`src/rtl/ex_muldiv.sv`:
```
`default_nettype none
// +----------------------------------------------------------------------------+
// | Module : ex_muldiv                                                          |
// | Brief  : Execute-stage iterative RV32M multiply/divide with exe_stall.      |
// |          Define MD_FASTMUL_EN for a single-cycle multiplier path.           |
// | Rev    : 1.0 - initial release                                              |
// +----------------------------------------------------------------------------+
module ex_muldiv #(
    parameter int XLEN = 32,
    parameter int ITER = 32
) (
    input  logic            clk,
    input  logic            cpurst,
    input  logic            de2ex_MD_OP_ffout,
    input  logic [2:0]      de2ex_aluop_ffout,
    input  logic [XLEN-1:0] de2ex_rd_oprand1_ffout,
    input  logic [XLEN-1:0] de2ex_rd_oprand2_ffout,
    input  logic            memacc_stall,
    input  logic            mem2wb_exp_ffout,
    output logic            exe_stall,
    output logic [XLEN-1:0] md_result,
    output logic            md_result_valid
);

    localparam int                c_CNT_W    = $clog2(ITER);
    localparam logic [c_CNT_W-1:0] c_CNT_LAST = c_CNT_W'(ITER - 1);
    localparam logic [XLEN-1:0]   c_MIN      = {1'b1, {(XLEN-1){1'b0}}};

    localparam logic [1:0] c_IDLE = 2'd0;
    localparam logic [1:0] c_BUSY = 2'd1;
    localparam logic [1:0] c_DONE = 2'd2;

    logic [1:0]          r_state;
    logic [1:0]          w_state_nxt;
    logic [c_CNT_W-1:0]  r_cnt;
    logic [2:0]          r_op;
    logic                r_neg;
    logic [2*XLEN-1:0]   r_acc;
    logic [2*XLEN-1:0]   r_mcand;
    logic [XLEN-1:0]     r_mplier;
    logic [XLEN-1:0]     r_rem;
    logic [XLEN-1:0]     r_quot;
    logic [XLEN-1:0]     r_dvsr;

    logic                w_launch, w_is_div, w_div_signed, w_div0, w_ovf, w_fast;
    logic                w_a_signed, w_b_signed, w_a_sgn, w_b_sgn;
    logic [XLEN-1:0]     w_a, w_b, w_a_mag, w_b_mag, w_fast_res;
    logic [2*XLEN-1:0]   w_acc_nxt, w_prod;
    logic [XLEN:0]       w_div_sh;
    logic                w_div_ge;
    logic [XLEN-1:0]     w_rem_nxt, w_quot_nxt, w_quot_f, w_rem_f, w_final;

    assign w_a          = de2ex_rd_oprand1_ffout;
    assign w_b          = de2ex_rd_oprand2_ffout;
    assign w_launch     = (r_state == c_IDLE) && de2ex_MD_OP_ffout && !mem2wb_exp_ffout;
    assign w_is_div     = de2ex_aluop_ffout[2];
    assign w_div_signed = de2ex_aluop_ffout[2] && !de2ex_aluop_ffout[0];
    assign w_a_signed   = (de2ex_aluop_ffout == 3'd1) || (de2ex_aluop_ffout == 3'd2) || w_div_signed;
    assign w_b_signed   = (de2ex_aluop_ffout == 3'd1) || w_div_signed;
    assign w_a_sgn      = w_a_signed && w_a[XLEN-1];
    assign w_b_sgn      = w_b_signed && w_b[XLEN-1];
    assign w_a_mag      = w_a_sgn ? -w_a : w_a;
    assign w_b_mag      = w_b_sgn ? -w_b : w_b;
    assign w_div0       = w_is_div && (w_b == '0);
    assign w_ovf        = w_div_signed && (w_a == c_MIN) && (w_b == '1);

`ifdef MD_FASTMUL_EN
    logic signed [2*XLEN-1:0] w_fa, w_fb;
    logic        [2*XLEN-1:0] w_fast_prod;
    assign w_fa        = {{XLEN{w_a_sgn}}, w_a};
    assign w_fb        = {{XLEN{w_b_sgn}}, w_b};
    assign w_fast_prod = w_fa * w_fb;
    assign w_fast      = w_div0 || w_ovf || !w_is_div;
`else
    assign w_fast      = w_div0 || w_ovf;
`endif

    always_comb begin
        w_fast_res = '0;
        if (w_div0)
            w_fast_res = de2ex_aluop_ffout[1] ? w_a : '1;
        else if (w_ovf)
            w_fast_res = de2ex_aluop_ffout[1] ? '0 : c_MIN;
`ifdef MD_FASTMUL_EN
        else if (de2ex_aluop_ffout == 3'd0)
            w_fast_res = w_fast_prod[XLEN-1:0];
        else
            w_fast_res = w_fast_prod[2*XLEN-1:XLEN];
`endif
    end

    // One shift-add step and one restoring-divide step per BUSY cycle.
    assign w_acc_nxt  = r_acc + (r_mplier[0] ? r_mcand : '0);
    assign w_prod     = r_neg ? -w_acc_nxt : w_acc_nxt;
    assign w_div_sh   = {r_rem, r_quot[XLEN-1]};
    assign w_div_ge   = w_div_sh >= {1'b0, r_dvsr};
    assign w_rem_nxt  = w_div_ge ? XLEN'(w_div_sh - {1'b0, r_dvsr}) : w_div_sh[XLEN-1:0];
    assign w_quot_nxt = {r_quot[XLEN-2:0], w_div_ge};
    assign w_quot_f   = r_neg ? -w_quot_nxt : w_quot_nxt;
    assign w_rem_f    = r_neg ? -w_rem_nxt : w_rem_nxt;

    always_comb begin
        w_final = '0;
        case (r_op)
            3'd0:         w_final = w_prod[XLEN-1:0];
            3'd1, 3'd2,
            3'd3:         w_final = w_prod[2*XLEN-1:XLEN];
            3'd4, 3'd5:   w_final = w_quot_f;
            default:      w_final = w_rem_f;
        endcase
    end

    always_comb begin
        w_state_nxt = r_state;
        if (mem2wb_exp_ffout) begin
            w_state_nxt = c_IDLE;
        end else begin
            case (r_state)
                c_IDLE:  if (de2ex_MD_OP_ffout) w_state_nxt = w_fast ? c_DONE : c_BUSY;
                c_BUSY:  if (r_cnt == c_CNT_LAST) w_state_nxt = c_DONE;
                c_DONE:  if (!memacc_stall) w_state_nxt = c_IDLE;
                default: w_state_nxt = c_IDLE;
            endcase
        end
    end

    always_ff @(posedge clk) begin
        if (cpurst) begin
            r_state   <= c_IDLE;
            r_cnt     <= '0;
            md_result <= '0;
        end else begin
            r_state <= w_state_nxt;
            if (w_launch) begin
                r_op     <= de2ex_aluop_ffout;
                // Remainder takes the dividend's sign; everything else the XOR.
                r_neg    <= (de2ex_aluop_ffout[2] && de2ex_aluop_ffout[1]) ? w_a_sgn : (w_a_sgn ^ w_b_sgn);
                r_cnt    <= '0;
                r_acc    <= '0;
                r_mcand  <= {{XLEN{1'b0}}, w_a_mag};
                r_mplier <= w_b_mag;
                r_rem    <= '0;
                r_quot   <= w_a_mag;
                r_dvsr   <= w_b_mag;
                if (w_fast)
                    md_result <= w_fast_res;
            end else if ((r_state == c_BUSY) && !mem2wb_exp_ffout) begin
                r_cnt    <= r_cnt + 1'b1;
                r_acc    <= w_acc_nxt;
                r_mcand  <= {r_mcand[2*XLEN-2:0], 1'b0};
                r_mplier <= {1'b0, r_mplier[XLEN-1:1]};
                r_rem    <= w_rem_nxt;
                r_quot   <= w_quot_nxt;
                if (r_cnt == c_CNT_LAST)
                    md_result <= w_final;
            end
        end
    end

    assign exe_stall       = !cpurst && !mem2wb_exp_ffout &&
                             (((r_state == c_IDLE) && de2ex_MD_OP_ffout) || (r_state == c_BUSY));
    assign md_result_valid = (r_state == c_DONE);

endmodule
`default_nettype wire

```
`config.mk`:
```
export PLATFORM = sky130hd
export DESIGN_NAME = ex_muldiv
export DESIGN_NICKNAME = d
export VERILOG_FILES = /design/src/rtl/ex_muldiv.sv
export SDC_FILE = /design/constraint.sdc
export NUM_CORES = 1
export LEC_CHECK = 0
export ABC_AREA = 1
export CAP_MARGIN = 20
export CORE_MARGIN = 2
export CORE_UTILIZATION = 40
export CTS_CLUSTER_DIAMETER = 40
export CTS_CLUSTER_SIZE = 10
export DETAILED_ROUTE_END_ITERATION = 12
export GPL_TIMING_DRIVEN = 0
export HOLD_SLACK_MARGIN = 0.12
export PLACE_DENSITY = 0.54
export SLEW_MARGIN = 40
export SYNTH_ARGS = -nofsm -noshare
export SYNTH_HDL_FRONTEND = slang
export SYNTH_SLANG_ARGS = --single-unit
export TNS_END_PERCENT = 5
```
`constraint.sdc`:
```
create_clock -name clk -period 17.7 [get_ports clk]
set_input_delay 2.655 -clock clk [delete_from_list [all_inputs] [get_ports clk]]
set_output_delay 2.655 -clock clk [all_outputs]
set_load 0.02 [all_outputs]
```
# Word level (Yosys, flattened, before mapping)
# Cells that the tools add are included.
# word_totals
latch_bits,0
word_cells,102
output_inout_bits,34
ff_bits,299
mem_bits_ro,0
ram_bits,0
in_bits,72
memories,0
# classes
n_reduce_logical,33
muxes,30
shifts,0
order_cmp,1
addsub,8
eq_ne,16
n_mul,0
bitwise,2
n_div,0
# op_table
operator,n
two-way mux 32 bit,19
two-way mux 64 bit,4
negator 32 bit,4
one-hot mux 32 bit (3 select lines),1
adder 64 bit,1
"equality test 32 bit, second input constant",2
negator 64 bit,1
>= comparator 33 x 32 -> 1 bit,1
logical NOT 32 bit,1
subtractor 32 bit,1
logical AND 1 bit,12
"equality test 3 x 2 -> 1 bit, second input constant",3
two-way mux 2 bit,4
"equality test 3 x 1 -> 1 bit, second input constant",2
"equality test 3 bit, second input constant",2
"inequality test 2 bit, second input constant",3
one-hot mux 2 bit (3 select lines),1
AND reduction 3 bit,2
OR reduction 2 bit,3
"adder 5 x 1 -> 5 bit, second input constant",1
"equality test 5 bit, second input constant",1
logical OR 1 bit,5
AND reduction 2 bit,2
nonzero test 2 bit,2
other kinds (10),12

# Longest topological paths before layout
# logic_depth
word_depth,8
ltp_mapped,31
depth_no_buf,30

# Worst setup path before layout
# OpenSTA, ideal clock, no wires.
# synth_timing
path_type,input -> register
startpoint,in mem2wb_exp_ffout
endpoint,reg r_acc[0] (enable)
setup_slack_ps,2796
setup_ps,882
t_required_ps,16818
path_buffers,2
path_stages,5
t_arrival_ps,14021
cell_sequence,inv_1 nand3_1 clkbuf_1 buf_4 a21oi_1
# synth_between
elab_chain_cells,4
elab_cells_between_ends,5
cone_classes,reduce/logical: 5
# synth_lines
element,line_no,rtl
from (decl),19,"input logic mem2wb_exp_ffout,"
logical NOT 1 bit (*),"55, 147",
"logical AND 1 bit, on equally long branches","55, 147",
nonzero test 2 bit (no source line) (*),n/a,
AND reduction 2 bit (no source line) (*),n/a,
to (signal assigned),149,r_acc <= w_acc_nxt;
to (decl),38,logic [2*XLEN-1:0] r_acc;
# Every way passes the cells marked *; elsewhere a longest branch is shown, timed or not.
# A chain may end at the register's enable or synchronous reset.

# Worst setup path in the final report
# layout_timing
startpoint,in mem2wb_exp_ffout
endpoint,out exe_stall
# layout_between
elab_chain_cells,3
# layout_lines
element,line_no,rtl
logical NOT 1 bit,160,assign exe_stall = !cpurst && !mem2wb_exp_ffout &&
logical AND 1 bit (2 in series),160,
to (decl),20,"output logic exe_stall,"
# No other way between the ends.

==> flow_summary.toml <==
[placement]
placed_cells = 5464
gp_congestion = 1.00
hpwl_um = 97400
port_buffers = 104

[worst_setup_path]
r2r-end = "md_result[7]$_SDFFE_PP0P_"
rrSetupSlack_ps = 11900
regToRegStartpoint = "r_mplier[0]$_DFFE_PP_"
worstPathRequired_ps = 15050
worstSetupPathType = "primary input to output port"
ff2ff_path_depth = 26
cp-start-kind = "primary input"
arrival_ps = 5080
cp-end-kind = "output port"
worst-path-max-fanout = 10

[hold_path]
min_path_type = "register to register"
whs_path_depth = 2
min_from = "r_cnt[3]$_SDFFE_PP0P_"
hold_path_end = "r_cnt[3]$_SDFFE_PP0P_"

[floorplanning]
die_area_sq_um = 71200
die_x_um = 267
ios = 106
die_y_um = 267
start_util_pct = 40.4
core_sq_um = 68500
num_rows = 96

[sta]
setup_viol = 0
min_period_ps = 7730
relSlewSlack_pct = 34.2
clock.fmax_mhz = 129
fin_skew_ps = 41.8
whs_ps = 470
worstMarginPinSlew_ps = 977
final_max_slew_viol_count = 0
post-route-period-util_pct = 43.7
hold_viol = 0
tns_ps = 0
rsz0062_at_grt = "false"

[clocking]
hold_buffers = 0
cts_buffers = 68
clockBufferDepth = 3
clkLatencyLatePin_ps = 620
path_clk_slew_ps = 50
clock_sinks = 299
post_cts.repair.setup_buffers = 0
cts_repair_resize_count = 0
root_buffer = "clkbuf_16"
h-tree-depth = 3
cts_tree = "built"

[run_status]
status = "finished clean"

[synthesis]
synthFlopType = "edfxtp_1"
netlist_top_cells_count = "nand2_1 (1603), inv_1 (713), nor2_1 (449)"
synth_nets = 4637
synth_area_leaders = "edfxtp_1 (28%), nand2_1 (22%), inv_1 (9.7%), nor2_1 (6.1%), nand3_1 (5.8%)"
synthArstFlopShare_pct = 0
synth_seq_cells = 299
syn_area_sq_um = 27600
synth_edf_count = 260
avgSynthCellArea_sq_um = 6.20
yosysTopAreaCellShare_pct = 28.2
yosys_warnings = 0
post-synth-top-count-cell = "nand2_1"
netlist_instances = 4460
yosysSeqAreaShare_pct = 31.1
synth_top_area_cell = "edfxtp_1"
ys_types = 62

[global_routing]
grt_use_total_pct = 32.7
overflow = 0
antenna_found_initial = 3
grt_max_degree = 18
grt_pass1_vias = 26800
grt_first_pass_wirelength_um = 171000

[detailed_routing]
wl_um = 117000
num_vias = 29500
dr.pass1.iters = 6
drc = 0
drt_iter0_markers = 3448
ant_nets = 0
drt-vias-per-instance = 5.28
routedWlPerCell_um = 20.9

[layout]
fillers = 7282
final_cells = 5587
area_growth_pct = 17.6
fin_nets = 4829
layout-drive-gt1-share_pct = 6.72
diodes = 0

[power_and_ir_drop]
max-vdd-ir-drop_v = 0.0000871
p_leak_nw = 16.3
power_w = 0.00279
p_per_area_nw_per_um2 = 85.6

[run]
maxCapViolCount = 0
-- registers in the layout, summed over array words and instances, names as in the netlist --
| register | count |
|---|---|
| r_dvsr | 32 |
| r_rem | 32 |
| md_result | 32 |
| r_cnt | 5 |
| r_mcand | 64 |
| r_mplier | 32 |
| r_op | 3 |
| r_state | 2 |
| r_acc | 64 |
| r_quot | 32 |
| r_neg | 1 |
-- stage by stage --
| step | utilization (%) | instance area (sq um) | worst slack (ps) |
|---|---|---|---|
| 6_report | 47.5 | 32500 | 9970 |
| 5_1_grt | 47.5 | 32500 | 9870 |
| 4_1_cts | 47.5 | 32500 | 9950 |
| 3_5_place_dp | 44.0 | 30100 | 9960 |
| 3_3_place_gp | 43.5 | 29800 | -4550 |
| 2_1_floorplan | - | 27600 | 2800 |
-- how the worst max path moves through the flow --
stage	start	to	slack (ps)	cells past startpoint
floorplan	mem2wb_exp_ffout	r_acc[0]$_SDFFCE_PP0P_	2800	5
global placement	mem2wb_exp_ffout	r_rem[1]$_SDFFCE_PP0P_	-4550	6
detailed placement	mem2wb_exp_ffout	exe_stall	9960	7
CTS	mem2wb_exp_ffout	exe_stall	9950	7
global route	mem2wb_exp_ffout	exe_stall	9870	7
finish	mem2wb_exp_ffout	exe_stall	9970	7
-- placed cells by master (no fill, tap or decap), types with 9 or more instances in the layout --
cell             count
nand2_1           1603
inv_1              713
nor2_1             448
nand3_1            323
edfxtp_1           260
a21oi_1            223
o21ai_0            190
clkdlybuf4s50_1    104
ha_1               103
clkbuf_1            68
clkbuf_16           68
nand4_1             59
nor3_1              51
nand2_2             49
nand3b_1            46
xor2_1              40
dfxtp_1             39
nor2_2              27
buf_2               20
buf_8               17
nand3_2             15
inv_2               14
o21ai_1             14
o21bai_1            13
buf_1               10
a21oi_2              9
or2_2                9
xnor2_1              9
nor2_4               9
clkinv_2             9
-- report_power, final --
| part | switching [W] | internal (W) |
|---|---|---|
| Clock | 0.000471 | 0.000851 |
| Combinational | 0.000454 | 0.000179 |
| Sequential | 0.0000171 | 0.000814 |
-- layer usage --
layer	GRT usage (%)	part of all wire (%)	wire length (um)
met2	43.2	37	43600
met4	8.67	2.3	2650
met1	49.3	48	56200
met3	11.5	12	14500
met5	0	0.0094	11
-- layout make-up --
| class | count | area (sq um) | area share (%) |
|---|---|---|---|
| flip-flops and latches | 299 | 8590 | 26.4 |
| clock inverters | 45 | 634 | 1.95 |
| clock buffers | 78 | 1770 | 5.44 |
| plain buffers | 106 | 509 | 1.57 |
| repair buffers | 122 | 1350 | 4.14 |
| multi-input cells | 3325 | 15800 | 48.7 |
| well taps | 882 | 1100 | 3.39 |
| inverters | 730 | 2740 | 8.43 |
-- logic make-up (layout without fill, tap and decap cells) --
kind of cell / Yosys count / in the layout / synth area share [%]
flops: 299 / 299 / 31.1
simple gates: 2676 / 2676 / 41.2
xor+xnor: 49 / 49 / 1.55
fa+ha+maj: 105 / 105 / 4.81
buf+inv: 836 / 1081 / 11.7
compound gates: 495 / 495 / 9.68
-- critical path, stage by stage --
cell             delay (ps)
clkdlybuf4s50_1         490
inv_1                    60
nand3_1                 260
clkbuf_1                560
buf_4                   340
a21oi_1                  90
clkdlybuf4s50_1         600
(Power assumes the default switching activity.)
